File: src/rtl/tug_press_arbiter.sv
// tug_press_arbiter: arbitration and playfield controller for the two-player
// tug-of-war game.
//
// Ports:
//   Clock        system clock, all state updates on posedge
//   Reset        synchronous, active-high reset (returns to IDLE)
//   keyL / keyR  one-cycle press pulses, already synchronized
//   start        begin a game from IDLE or restart one from WIN
//   lights       one-hot playfield light (TRACK_LEN-1 = left edge, 0 = right edge)
//   grantL/R     one-cycle pulse per accepted press
//   winner       00 none, 01 left, 10 right
//   winsL/R      saturating win tallies (0..7), cleared only by Reset
//
// Optional feature macro: TUG_TIE_ROUND_ROBIN_EN
//   Defined:   a tie in PLAY is granted to a toggling priority pointer (L first).
//   Undefined: a tie produces no grant and no movement.

module tug_press_arbiter #(
    parameter int unsigned TRACK_LEN      = 9,
    parameter int unsigned LOCKOUT_CYCLES = 4
) (
    input  logic                 Clock,
    input  logic                 Reset,
    input  logic                 keyL,
    input  logic                 keyR,
    input  logic                 start,
    output logic [TRACK_LEN-1:0] lights,
    output logic                 grantL,
    output logic                 grantR,
    output logic [1:0]           winner,
    output logic [2:0]           winsL,
    output logic [2:0]           winsR
);

    localparam int unsigned CENTER = (TRACK_LEN - 1) / 2;
    localparam int unsigned LOCK_W = (LOCKOUT_CYCLES == 0) ? 1 : $clog2(LOCKOUT_CYCLES + 1);
    localparam logic [LOCK_W-1:0]    LOCK_LOAD     = LOCK_W'(LOCKOUT_CYCLES);
    localparam logic [TRACK_LEN-1:0] LIGHTS_CENTER = TRACK_LEN'(1) << CENTER;

    localparam logic [1:0] ST_IDLE = 2'd0;
    localparam logic [1:0] ST_PLAY = 2'd1;
    localparam logic [1:0] ST_WIN  = 2'd2;

    logic [1:0]           state_q,   state_d;
    logic [TRACK_LEN-1:0] lights_q,  lights_d;
    logic                 grant_l_q, grant_l_d;
    logic                 grant_r_q, grant_r_d;
    logic [1:0]           winner_q,  winner_d;
    logic [2:0]           wins_l_q,  wins_l_d;
    logic [2:0]           wins_r_q,  wins_r_d;
    logic [LOCK_W-1:0]    lock_l_q,  lock_l_d;
    logic [LOCK_W-1:0]    lock_r_q,  lock_r_d;
`ifdef TUG_TIE_ROUND_ROBIN_EN
    logic                 prio_q,    prio_d;    // 0 = left wins next tie
`endif

    logic elig_l, elig_r;
    logic take_l, take_r;

    // Next-state, arbitration, movement and tally logic
    always_comb begin
        state_d   = state_q;
        lights_d  = lights_q;
        grant_l_d = 1'b0;
        grant_r_d = 1'b0;
        winner_d  = winner_q;
        wins_l_d  = wins_l_q;
        wins_r_d  = wins_r_q;
        lock_l_d  = lock_l_q;
        lock_r_d  = lock_r_q;
`ifdef TUG_TIE_ROUND_ROBIN_EN
        prio_d    = prio_q;
`endif
        take_l    = 1'b0;
        take_r    = 1'b0;

        elig_l = keyL && (lock_l_q == '0);
        elig_r = keyR && (lock_r_q == '0);

        // Lockout counters free-run down to zero; a grant below reloads them
        if (lock_l_q != '0) lock_l_d = lock_l_q - LOCK_W'(1);
        if (lock_r_q != '0) lock_r_d = lock_r_q - LOCK_W'(1);

        case (state_q)
            ST_IDLE: begin
                if (start) state_d = ST_PLAY;
            end

            ST_PLAY: begin
                if (elig_l && !elig_r)
                    take_l = 1'b1;
                else if (elig_r && !elig_l)
                    take_r = 1'b1;
`ifdef TUG_TIE_ROUND_ROBIN_EN
                else if (elig_l && elig_r) begin
                    take_l = ~prio_q;
                    take_r = prio_q;
                    prio_d = ~prio_q;
                end
`endif

                if (take_l) begin
                    grant_l_d = 1'b1;
                    lock_l_d  = LOCK_LOAD;
                    // A press at the left edge wins instead of shifting
                    if (lights_q[TRACK_LEN-1]) begin
                        winner_d = 2'b01;
                        if (wins_l_q != 3'd7) wins_l_d = wins_l_q + 3'd1;
                        state_d  = ST_WIN;
                    end else begin
                        lights_d = lights_q << 1;
                    end
                end

                if (take_r) begin
                    grant_r_d = 1'b1;
                    lock_r_d  = LOCK_LOAD;
                    if (lights_q[0]) begin
                        winner_d = 2'b10;
                        if (wins_r_q != 3'd7) wins_r_d = wins_r_q + 3'd1;
                        state_d  = ST_WIN;
                    end else begin
                        lights_d = lights_q >> 1;
                    end
                end
            end

            ST_WIN: begin
                if (start) begin
                    state_d  = ST_PLAY;
                    lights_d = LIGHTS_CENTER;
                    winner_d = 2'b00;
                    lock_l_d = '0;
                    lock_r_d = '0;
                end
            end

            default: state_d = ST_IDLE;
        endcase
    end

    // State registers with synchronous reset
    always_ff @(posedge Clock) begin
        if (Reset) begin
            state_q   <= ST_IDLE;
            lights_q  <= LIGHTS_CENTER;
            grant_l_q <= 1'b0;
            grant_r_q <= 1'b0;
            winner_q  <= 2'b00;
            wins_l_q  <= 3'd0;
            wins_r_q  <= 3'd0;
            lock_l_q  <= '0;
            lock_r_q  <= '0;
`ifdef TUG_TIE_ROUND_ROBIN_EN
            prio_q    <= 1'b0;
`endif
        end else begin
            state_q   <= state_d;
            lights_q  <= lights_d;
            grant_l_q <= grant_l_d;
            grant_r_q <= grant_r_d;
            winner_q  <= winner_d;
            wins_l_q  <= wins_l_d;
            wins_r_q  <= wins_r_d;
            lock_l_q  <= lock_l_d;
            lock_r_q  <= lock_r_d;
`ifdef TUG_TIE_ROUND_ROBIN_EN
            prio_q    <= prio_d;
`endif
        end
    end

    assign lights = lights_q;
    assign grantL = grant_l_q;
    assign grantR = grant_r_q;
    assign winner = winner_q;
    assign winsL  = wins_l_q;
    assign winsR  = wins_r_q;

endmodule

File: config.mk
export PLATFORM = sky130hd
export DESIGN_NAME = tug_press_arbiter
export DESIGN_NICKNAME = d
export VERILOG_FILES = /design/src/rtl/tug_press_arbiter.sv
export SDC_FILE = /design/constraint.sdc
export NUM_CORES = 1
export LEC_CHECK = 0
export BUFFER_PORTS_ARGS = -buffer_cell sky130_fd_sc_hd__buf_2
export CAP_MARGIN = 20
export CORE_MARGIN = 1
export CORE_UTILIZATION = 50
export CTS_CLUSTER_DIAMETER = 80
export CTS_CLUSTER_SIZE = 20
export DETAILED_ROUTE_END_ITERATION = 10
export GPL_TIMING_DRIVEN = 0
export PLACE_DENSITY = 0.75
export SLEW_MARGIN = 20
export SYNTH_ARGS = -nofsm -noshare
export SYNTH_HDL_FRONTEND = slang
export SYNTH_SLANG_ARGS = --single-unit
File: constraint.sdc
create_clock -name Clock -period 1.85 [get_ports Clock]
set_input_delay 0.37 -clock Clock [delete_from_list [all_inputs] [get_ports Clock]]
set_output_delay 0.37 -clock Clock [all_outputs]
set_load 0.1 [all_outputs]
==> results of run 1 <==
[final cells by class]
class | count | area, um^2 | share of cell area
multi-input cells | 121 | 950 | 0.533
repair buffers | 25 | 133 | 0.0744
well taps | 31 | 38.8 | 0.0218
inverters | 12 | 45.0 | 0.0253
clock buffers | 3 | 22.5 | 0.0126
flip-flops and latches | 27 | 549 | 0.308
plain buffers | 6 | 38.8 | 0.0218
clock inverters | 1 | 5.00 | 0.00281
[worst register-to-register path: stages (launching register included)]
cell and delay (ps):
dfxtp_2 350, inv_1 50, ha_2 200, ha_4 160, nand2_1 120, or3_4 430, a211oi_1 260, o21ai_1 100
[per-stage QoR]
step                      setup slack (ps)  utilization  instance area, um^2  total power (W)  hold slack [ps]
after CTS                             35.0        0.617                 1750          0.00195              384
after detailed placement             -98.7        0.595                 1680          0.00164              451
after global placement               -38.2        0.595                 1680          0.00159              457
after floorplan                       1.81            -                 1540          0.00146              472
final                                 80.9        0.630                 1780          0.00203              399
after global routing                  18.0        0.630                 1780          0.00214              400
[routing by layer]
layer	share of wire	up-vias
li1	-	662
met1	0.44	627
met2	0.50	39
met3	0.044	5
met4	0.012	0
met5	0	-
[placed cells by master (no fill, tap or decap), types with 3 or more instances in the layout]
| cell type | n |
|---|---|
| nand3_1 | 3 |
| a21oi_1 | 6 |
| inv_1 | 12 |
| clkbuf_1 | 3 |
| o21ai_0 | 9 |
| nand2_1 | 12 |
| mux2i_1 | 5 |
| dfxtp_1 | 20 |
| nand4_1 | 3 |
| ha_1 | 10 |
| a31oi_1 | 4 |
| buf_4 | 3 |
| and2_1 | 4 |
| buf_2 | 22 |
| dfxtp_2 | 7 |
| nor2b_1 | 3 |
| nor2_1 | 12 |
| a22oi_1 | 3 |
| clkbuf_4 | 3 |
[where the power goes]
group	internal [W]	switching, W
Sequential	0.000651	0.0000431
Clock	0.0000813	0.000182
Combinational	0.000438	0.000631
Total	0.00117	0.000856
[registers in the layout (all words and copies together) (netlist names)]
signal	count
grantL	1
state_q	2
lock_l_q	3
lights	9
grantR	1
lock_r_q	3
winsR	3
winsL	3
winner	2
[kinds of logic after synthesis]
group | after synthesis | synth area share
buf+inv | 19 | 0.0574
compound gates | 41 | 0.191
mux | 8 | 0.0541
flops | 27 | 0.354
xor+xnor | 4 | 0.0230
fa+ha+maj | 13 | 0.107
simple gates | 55 | 0.214
[how the worst min path moves through the flow]
stage / start / to / slack, ps / depth (start not counted)
after floorplan: lock_r_q[1] / lock_r_q[1] / 470 / 1
after global placement: winner[1] / winner[1] / 460 / 2
after detailed placement: winner[1] / winner[1] / 450 / 2
after CTS: start / state_q[0] / 380 / 3
after global routing: keyR / grantR / 400 / 3
final: keyR / grantR / 400 / 3
[timing repair]
action | CTS | global route
gates resized for setup | 6 | 10
pin swaps | 1 | 5
setup endpoints to repair | 9 | 13
hold buffers | 0 | 0
setup buffers | 1 | 2
==> flow_summary.ini, run 1 <==
[setup_path]
slowest_delay_ps = 430
crit_family = simple AND/OR/NAND/NOR gates
path_cells = inv_1 -> ha_2 -> ha_4 -> nand2_1 -> or3_4 -> a211oi_1 -> o21ai_1
timing.rr.end = lights[3]
crit_slowest_cell = or3_4
r2r.worst_path.cells = 7
crit_buf_inv = 1
crit_path_end_kind = register
cp.arrival_ps = 2010
cp-startpoint = lock_l_q[1]
start_kind = register
cp.required_ps = 2090
critPathKind = register to register
path_max_fanout = 4
reg2reg_from = lock_l_q[1]
critical_path_depth = 7
worstSetupEndpoint = lights[3]
rrSetupSlack_ps = 80

[cells_and_area]
finalNonFillerCells = 226
layout.nets = 214
syn2layout_area_growth_pct = 16.7
fillers = 253
insertedDiodeCount = 0
drive_gt1_frac = 0.303

[clock_tree]
cts_tree = done
cts-root-buf = clkbuf_4
max-clock-path-buffers = 2
cts.clk_slew.worst_paths_ps = 150
clk_latency_ps = 330
cts.sinks = 27
cts_buffers = 3
htree_levels = 1

[synthesis]
synth-seq-cells = 27
synthTopCellsByCount = dfxtp_1, ha_1, nor2_1, inv_1, nand2_1
syn_area_mm2 = 0.00153
syn_avg_cell_area_um2 = 9.14
yosys-top-cells-area = dfxtp_1, ha_1, mux2i_1, nor2_1, o21ai_0
yosysSeqAreaShare = 0.354
synth_top_cell_area_share = 0.354
yosysMostFrequentCell = dfxtp_1
synth.yosys.warnings = 0
async_flop_share = 0
syn-num-nets = 185
ys_types = 45
synth_edf_count = 0
synth_cells = 167
synthFlopType = dfxtp_1
yosys.area.top_type = dfxtp_1

[routing]
vias_per_cell = 5.90
post_drt_wl_per_cell_um = 14.9
drc_errors = 0
final_antenna_net_count = 0
vias = 1333
first_pass_iters = 4
routed_wl_um = 3370
drt_iter0_markers = 54

[grt]
grt_pass1_vias = 1321
grt_usage = 0.221
use_met1 = 0.267
grt-ovfl-total = 0
met2_usage = 0.387
top_usage_layer = met2
grt_max_degree = 16
grt_pass1_wl_um = 5690
grt_antenna_before_repair = 0
use_met3 = 0.0317

[placed_design]
portBuffers = 22
gp_congestion = 0.848
dp.final_hpwl_um = 2480
placed_cells = 220

[floorplan]
io_pins = 24
core_area_mm2 = 0.00283
die_area_mm2 = 0.00328
num_rows = 19
die_w_um = 57.3
initial_utilization = 0.540
die_height_um = 57.3

[min_path]
min_path_type = primary input to register

[run]
drv_cap = 0

[power_and_ir_drop]
powerDensity_mw_per_mm2 = 1140
vdd_ir_drop_max_mv = 0.433
p_leak_nw = 0.782

[timing]
max_freq_mhz = 565
final_hold_viol_count = 0
final.setup.tns_ps = 0
worstMarginPinSlew_ps = 488
finClkSkew_ps = 4.39
setup_violations = 0
maxSlewHeadroom = 0.677
rsz0062_at_grt = no
post-route-period-util = 0.956
drv_slew = 0
finalWorstPathRequiredPeriod_ps = 1770

[status]
status = finished, final reports clean
Note: power is estimated with default switching activity, not from simulation.
==> run 2, diff against run 1 <==
--- a/config.mk
+++ b/config.mk
@@ -5,6 +5,7 @@
 export SDC_FILE = /design/constraint.sdc
 export NUM_CORES = 1
 export LEC_CHECK = 0
+export ABC_AREA = 1
 export BUFFER_PORTS_ARGS = -buffer_cell sky130_fd_sc_hd__buf_2
 export CAP_MARGIN = 20
 export CORE_MARGIN = 1
@@ -13,8 +14,7 @@
 export CTS_CLUSTER_SIZE = 20
 export DETAILED_ROUTE_END_ITERATION = 10
 export GPL_TIMING_DRIVEN = 0
-export PLACE_DENSITY = 0.75
-export SLEW_MARGIN = 20
+export PLACE_DENSITY = 0.74
 export SYNTH_ARGS = -nofsm -noshare
 export SYNTH_HDL_FRONTEND = slang
 export SYNTH_SLANG_ARGS = --single-unit
==> run 2 against run 1 <==
- maximum frequency is 4.7% higher
- clock-buffer cell count grew 1
- critical path depth up 4
- highest routed layer unchanged
- combinational power shrank 28%
- largest power group unchanged
- via count increased by 8.5%
- synthesized cell count increased by 36%
==> flow_summary.ini, run 2 <==
[status]
status = finished, final reports clean

[routing]
vias_per_cell = 4.85
drc_errors = 0
drt_iter0_markers = 27
final_antenna_net_count = 0
vias = 1446
post_drt_wl_per_cell_um = 10.1
first_pass_iters = 4
routed_wl_um = 3010

[floorplan]
num_rows = 20
die_height_um = 58.2
initial_utilization = 0.521
core_area_mm2 = 0.00303
die_w_um = 58.2
die_area_mm2 = 0.00338
io_pins = 24

[timing]
finalWorstPathRequiredPeriod_ps = 1690
maxSlewHeadroom = 0.675
post-route-period-util = 0.913
rsz0062_at_grt = no
finClkSkew_ps = 8.10
final_hold_viol_count = 0
worstMarginPinSlew_ps = 484
max_freq_mhz = 592
final.setup.tns_ps = 0
setup_violations = 0
drv_slew = 0

[cells_and_area]
finalNonFillerCells = 298
insertedDiodeCount = 0
drive_gt1_frac = 0.201
final_area_mm2 = 0.00179
layout.nets = 273
syn2layout_area_growth_pct = 13.5
largest_reg_flops = 9
final_common_cell = nand2_1
final_cell_mix = nand2_1, inv_1, nor2_1

[synthesis]
yosysMostFrequentCell = nand2_1
synth-seq-cells = 27
synth_top_cell_area_share = 0.343
synthTopCellsByCount = nand2_1, inv_1, nor2_1, dfxtp_1, a21oi_1
yosys-top-cells-area = dfxtp_1, nand2_1, ha_1, inv_1, nor2_1
syn-num-nets = 245
syn_avg_cell_area_um2 = 6.94
yosys.area.top_type = dfxtp_1
synth_cells = 227
async_flop_share = 0
ys_types = 23
synth.yosys.warnings = 0
yosysSeqAreaShare = 0.343
synthFlopType = dfxtp_1
syn_area_mm2 = 0.00158
synth_edf_count = 0

[setup_path]
path_cells = inv_1 -> ha_1 -> ha_1 -> nand2_2 -> inv_4 -> nor2_4 -> nand2_4 -> nand2_2 -> nor2_1 -> nor2_1 -> a21oi_1
reg2reg_from = lock_l_q[0]
crit_buf_inv = 2
slowest_delay_ps = 360
r2r.worst_path.cells = 11
path_max_fanout = 9
timing.rr.end = lights[7]
crit_path_end_kind = register
cp.arrival_ps = 1900
start_kind = register
crit_slowest_cell = dfxtp_2
crit_family = simple AND/OR/NAND/NOR gates
critical_path_depth = 11
critPathKind = register to register
cp.required_ps = 2060
rrSetupSlack_ps = 160

[min_path]
hp-start = Reset
min_to = lights[5]
hold_path_depth = 2
min_path_type = primary input to register

[power_and_ir_drop]
power_w = 0.00172
sw_frac_of_total = 0.441
pwr-share-comb = 0.452
p_leak_nw = 0.862
intPower_w = 0.000960
clock_power_share = 0.147
powerDensity_mw_per_mm2 = 959
vdd_ir_drop_max_mv = 0.560
p_sw_w = 0.000756
p_seq_frac = 0.401

[grt]
grt-ovfl-total = 0
grt_pass1_wl_um = 5130
grt_antenna_before_repair = 0
grt_max_degree = 15
grt_usage = 0.193
grt_pass1_vias = 1280

[clock_tree]
htree_levels = 1
cts.clk_slew.worst_paths_ps = 140
max-clock-path-buffers = 2
cts.sinks = 27
cts-root-buf = clkbuf_4
cts_tree = done
clk_latency_ps = 320
cts_buffers = 3
cts_hold_buf = 0

[placed_design]
dp.final_hpwl_um = 2380
placed_cells = 294
gp_congestion = 0.832
portBuffers = 23
dpl_cell_area_mm2 = 0.00175

[run]
drv_cap = 0
-- run 2: cell count changes after synthesis, moves of 8 or more --
cell,change
a21oi_1,+15
inv_1,+21
nand3_1,+13
nand2_1,+39
o21ai_0,-8
inv_2,+8
nor2_1,+16
-- run 2: routing by layer --
metal,global-route usage,vias up,wire (um)
li1,-,774,-
met1,0.240,637,1430
met2,0.348,30,1440
met3,0.0201,5,100
met4,0.0646,0,38
met5,0,-,0
-- run 2: stage by stage --
stage           util  setup WS [ps]  hold WS (ps)
3_5_place_dp   0.577           38.1           458
2_1_floorplan      -           21.9           436
4_1_cts        0.586           9.86           260
6_report       0.591            161           261
5_1_grt        0.591           6.99           258
3_3_place_gp   0.577           53.9           447
-- run 2: power groups by stage --
| stage | Clock, W | Sequential (W) | Combinational (W) |
|---|---|---|---|
| 5_1_grt | 0.000283 | 0.000697 | 0.000872 |
| 3_5_place_dp | 0 | 0.000700 | 0.000764 |
| 3_3_place_gp | 0 | 0.000697 | 0.000755 |
| 2_1_floorplan | 0 | 0.000807 | 0.000529 |
| 4_1_cts | 0.000267 | 0.000687 | 0.000769 |
| 6_report | 0.000252 | 0.000688 | 0.000775 |
-- run 2: timing repair --
action	in CTS	in global routing
gates resized for setup	0	5
setup buffers	0	0
setup endpoints to repair	0	8
-- run 2: area by class of cell --
| type | count | area [um^2] |
|---|---|---|
| timing repair buffer | 23 | 115 |
| buffer | 1 | 3.75 |
| fill | 301 | 1240 |
| inverter | 41 | 156 |
| sequential | 27 | 543 |
| clock buffer | 4 | 26.3 |
| tap | 44 | 55.1 |
| multi-input combinational | 158 | 890 |
-- run 2: worst max-delay path by stage --
| stage | start | end |
|---|---|---|
| after floorplan | lights[8] | lights[6] |
| after global placement | lock_l_q[0] | lights[7] |
| after detailed placement | lock_l_q[0] | lights[6] |
| after CTS | lock_l_q[0] | lights[6] |
| after global routing | state_q[0] | lights[6] |
| final | lock_l_q[0] | lights[7] |
-- run 2: cells by family (layout without fill, tap and decap cells) --
kind of cell / count (synthesis) / in the layout / share of synthesized area
compound gates: 30 / 30 / 0.103
xor+xnor: 1 / 1 / 0.00556
simple gates: 114 / 114 / 0.345
flops: 27 / 27 / 0.343
fa+ha+maj: 13 / 13 / 0.103
buf+inv: 42 / 69 / 0.100
==> run 3, diff against run 2 <==
==> constraint.sdc (replaced) <==
create_clock -name Clock -period 1.42 [get_ports Clock]
set_input_delay 0.284 -clock Clock [delete_from_list [all_inputs] [get_ports Clock]]
set_output_delay 0.284 -clock Clock [all_outputs]
set_load 0.1 [all_outputs]
==> run 3 against run 2 <==
- the run now ends with negative setup slack left
- combinational power is 90% higher
- sequential share of layout area is 3.0 points lower
- wire length is 16% higher
- clock-buffer cell count is 1 lower
- via count is 5.8% higher
- global-route usage is 2.3 points higher
- clock skew is 11 ps higher
- critical path depth is 3 higher
- hold slack worse by 82 ps
- utilization is 10 points higher
- final cell count is 3.4% higher
- largest cell class unchanged
==> flow_summary.ini, run 3 (synthesized netlist as in run 2, its figures left out) <==
[timing]
worstMarginPinSlew_ps = 523
finalWorstPathRequiredPeriod_ps = 1580
fin_hold_ws_ps = 179
max_freq_mhz = 633
maxSlewHeadroom = 0.651
post-route-period-util = 1.11
worst_slack_ps = -159
final_hold_viol_count = 0
drv_slew = 0
finClkSkew_ps = 19.0
rsz0062_at_grt = yes
final.setup.tns_ps = -1910
setup_violations = 20

[power_and_ir_drop]
p_sw_w = 0.00119
pwr-share-comb = 0.541
intPower_w = 0.00152
powerDensity_mw_per_mm2 = 1290
vdd_ir_drop_max_mv = 0.584
clock_power_share = 0.126
sw_frac_of_total = 0.440
p_leak_nw = 0.933
p_seq_frac = 0.333
power_w = 0.00272

[grt]
grt_antenna_before_repair = 0
grt-ovfl-total = 0
grt_max_degree = 16
grt_pass1_vias = 1322
grt_pass1_wl_um = 5720
grt_usage = 0.216

[setup_path]
crit_path_end_kind = register
path_max_fanout = 6
start_kind = register
cp.arrival_ps = 1870
critPathKind = register to register
cp.required_ps = 1710

[floorplan]
num_rows = 20
die_area_mm2 = 0.00338
io_pins = 24
core_area_mm2 = 0.00303
initial_utilization = 0.521
die_height_um = 58.2
die_w_um = 58.2

[run]
drv_cap = 0

[min_path]
min_path_type = primary input to register

[routing]
routed_wl_um = 3500
post_drt_wl_per_cell_um = 11.4
drc_errors = 0
drt_iter0_markers = 49
first_pass_iters = 4
vias = 1530
vias_per_cell = 4.97
final_antenna_net_count = 0

[placed_design]
dp.final_hpwl_um = 2420
portBuffers = 23
gp_congestion = 0.863
placed_cells = 294

[cells_and_area]
final_cell_mix = nand2_1, inv_1, nor2_1
insertedDiodeCount = 0
largest_reg_flops = 9
syn2layout_area_growth_pct = 33.2
final_common_cell = nand2_1
finalNonFillerCells = 308
layout.nets = 283
finish.utilization = 0.693
drive_gt1_frac = 0.394
fillers = 286

[clock_tree]
cts.sinks = 27
cts-root-buf = clkbuf_4
cts.clk_slew.worst_paths_ps = 160
cts_buffers = 3
clk_latency_ps = 340
htree_levels = 1
cts_tree = done
max-clock-path-buffers = 2

[status]
status = complete, but fails checks
violations = negative setup slack
-- run 3: cell types whose count changed in the layout (fill, tap and decap cells not counted), sizes merged --
cell    previous run  this run
clkbuf             5        12
clkinv             0         1
buf               23        25
-- run 3: final cells by class --
type	instances	area, um^2	area share
flip-flops and latches	27	574	0.274
clock inverters	1	5.00	0.00238
repair buffers	33	234	0.111
multi-input cells	158	1040	0.496
inverters	41	164	0.0781
plain buffers	1	3.75	0.00179
clock buffers	3	22.5	0.0107
well taps	44	55.1	0.0262
-- run 3: final timing paths --
kind	start	end	slack, ps	depth (start not counted)
hold / removal	Reset	lights[5]	180	2
setup / recovery	lock_l_q[0]	lights[4]	-160	14
setup reg to reg	lock_l_q[0]	lights[4]	-160	14
hold reg to reg	winsL[2]	winsL[2]	480	2
-- run 3: through the flow --
stage	setup slack, ps	area [um^2]
finish	-159	2100
detailed placement	-309	1820
global route	-264	2100
CTS	-142	1990
global placement	-276	1820
floorplan	-3.12	1650
-- run 3: what timing repair did --
action                                  4_1_cts  5_1_grt
resized for setup                            24       29
cloned                                        0        0
hold buffers                                  0        0
pin swaps                                     8       12
endpoints found under the setup margin       30       34
buffers inserted                              8        2
-- run 3: power groups by stage --
stage               Clock, W  Sequential (W)  Combinational (W)
detailed placement         0        0.000917            0.00112
finish              0.000343        0.000904            0.00147
global placement           0        0.000913            0.00110
global route        0.000373        0.000914            0.00163
floorplan                  0         0.00106           0.000790
CTS                 0.000355        0.000902            0.00130
-- run 3: routing by layer --
metal	part of all wire	up-vias	track usage
met3	0.033	5	0.0223
li1	-	796	-
met5	0	-	0
met2	0.50	27	0.366
met4	0.014	0	0.0714
met1	0.45	702	0.289
-- run 3: critical path: stages (launching register included) --
cell and delay (ps):
dfxtp_2 370, inv_2 50, ha_4 160, ha_4 160, nand2_4 110, inv_8 50, nor2_4 160, nand2_4 110
inv_4 80, nand2_2 40, nand2_1 60, inv_1 30, nand2_1 60, nand2_1 50, nand2_1 60
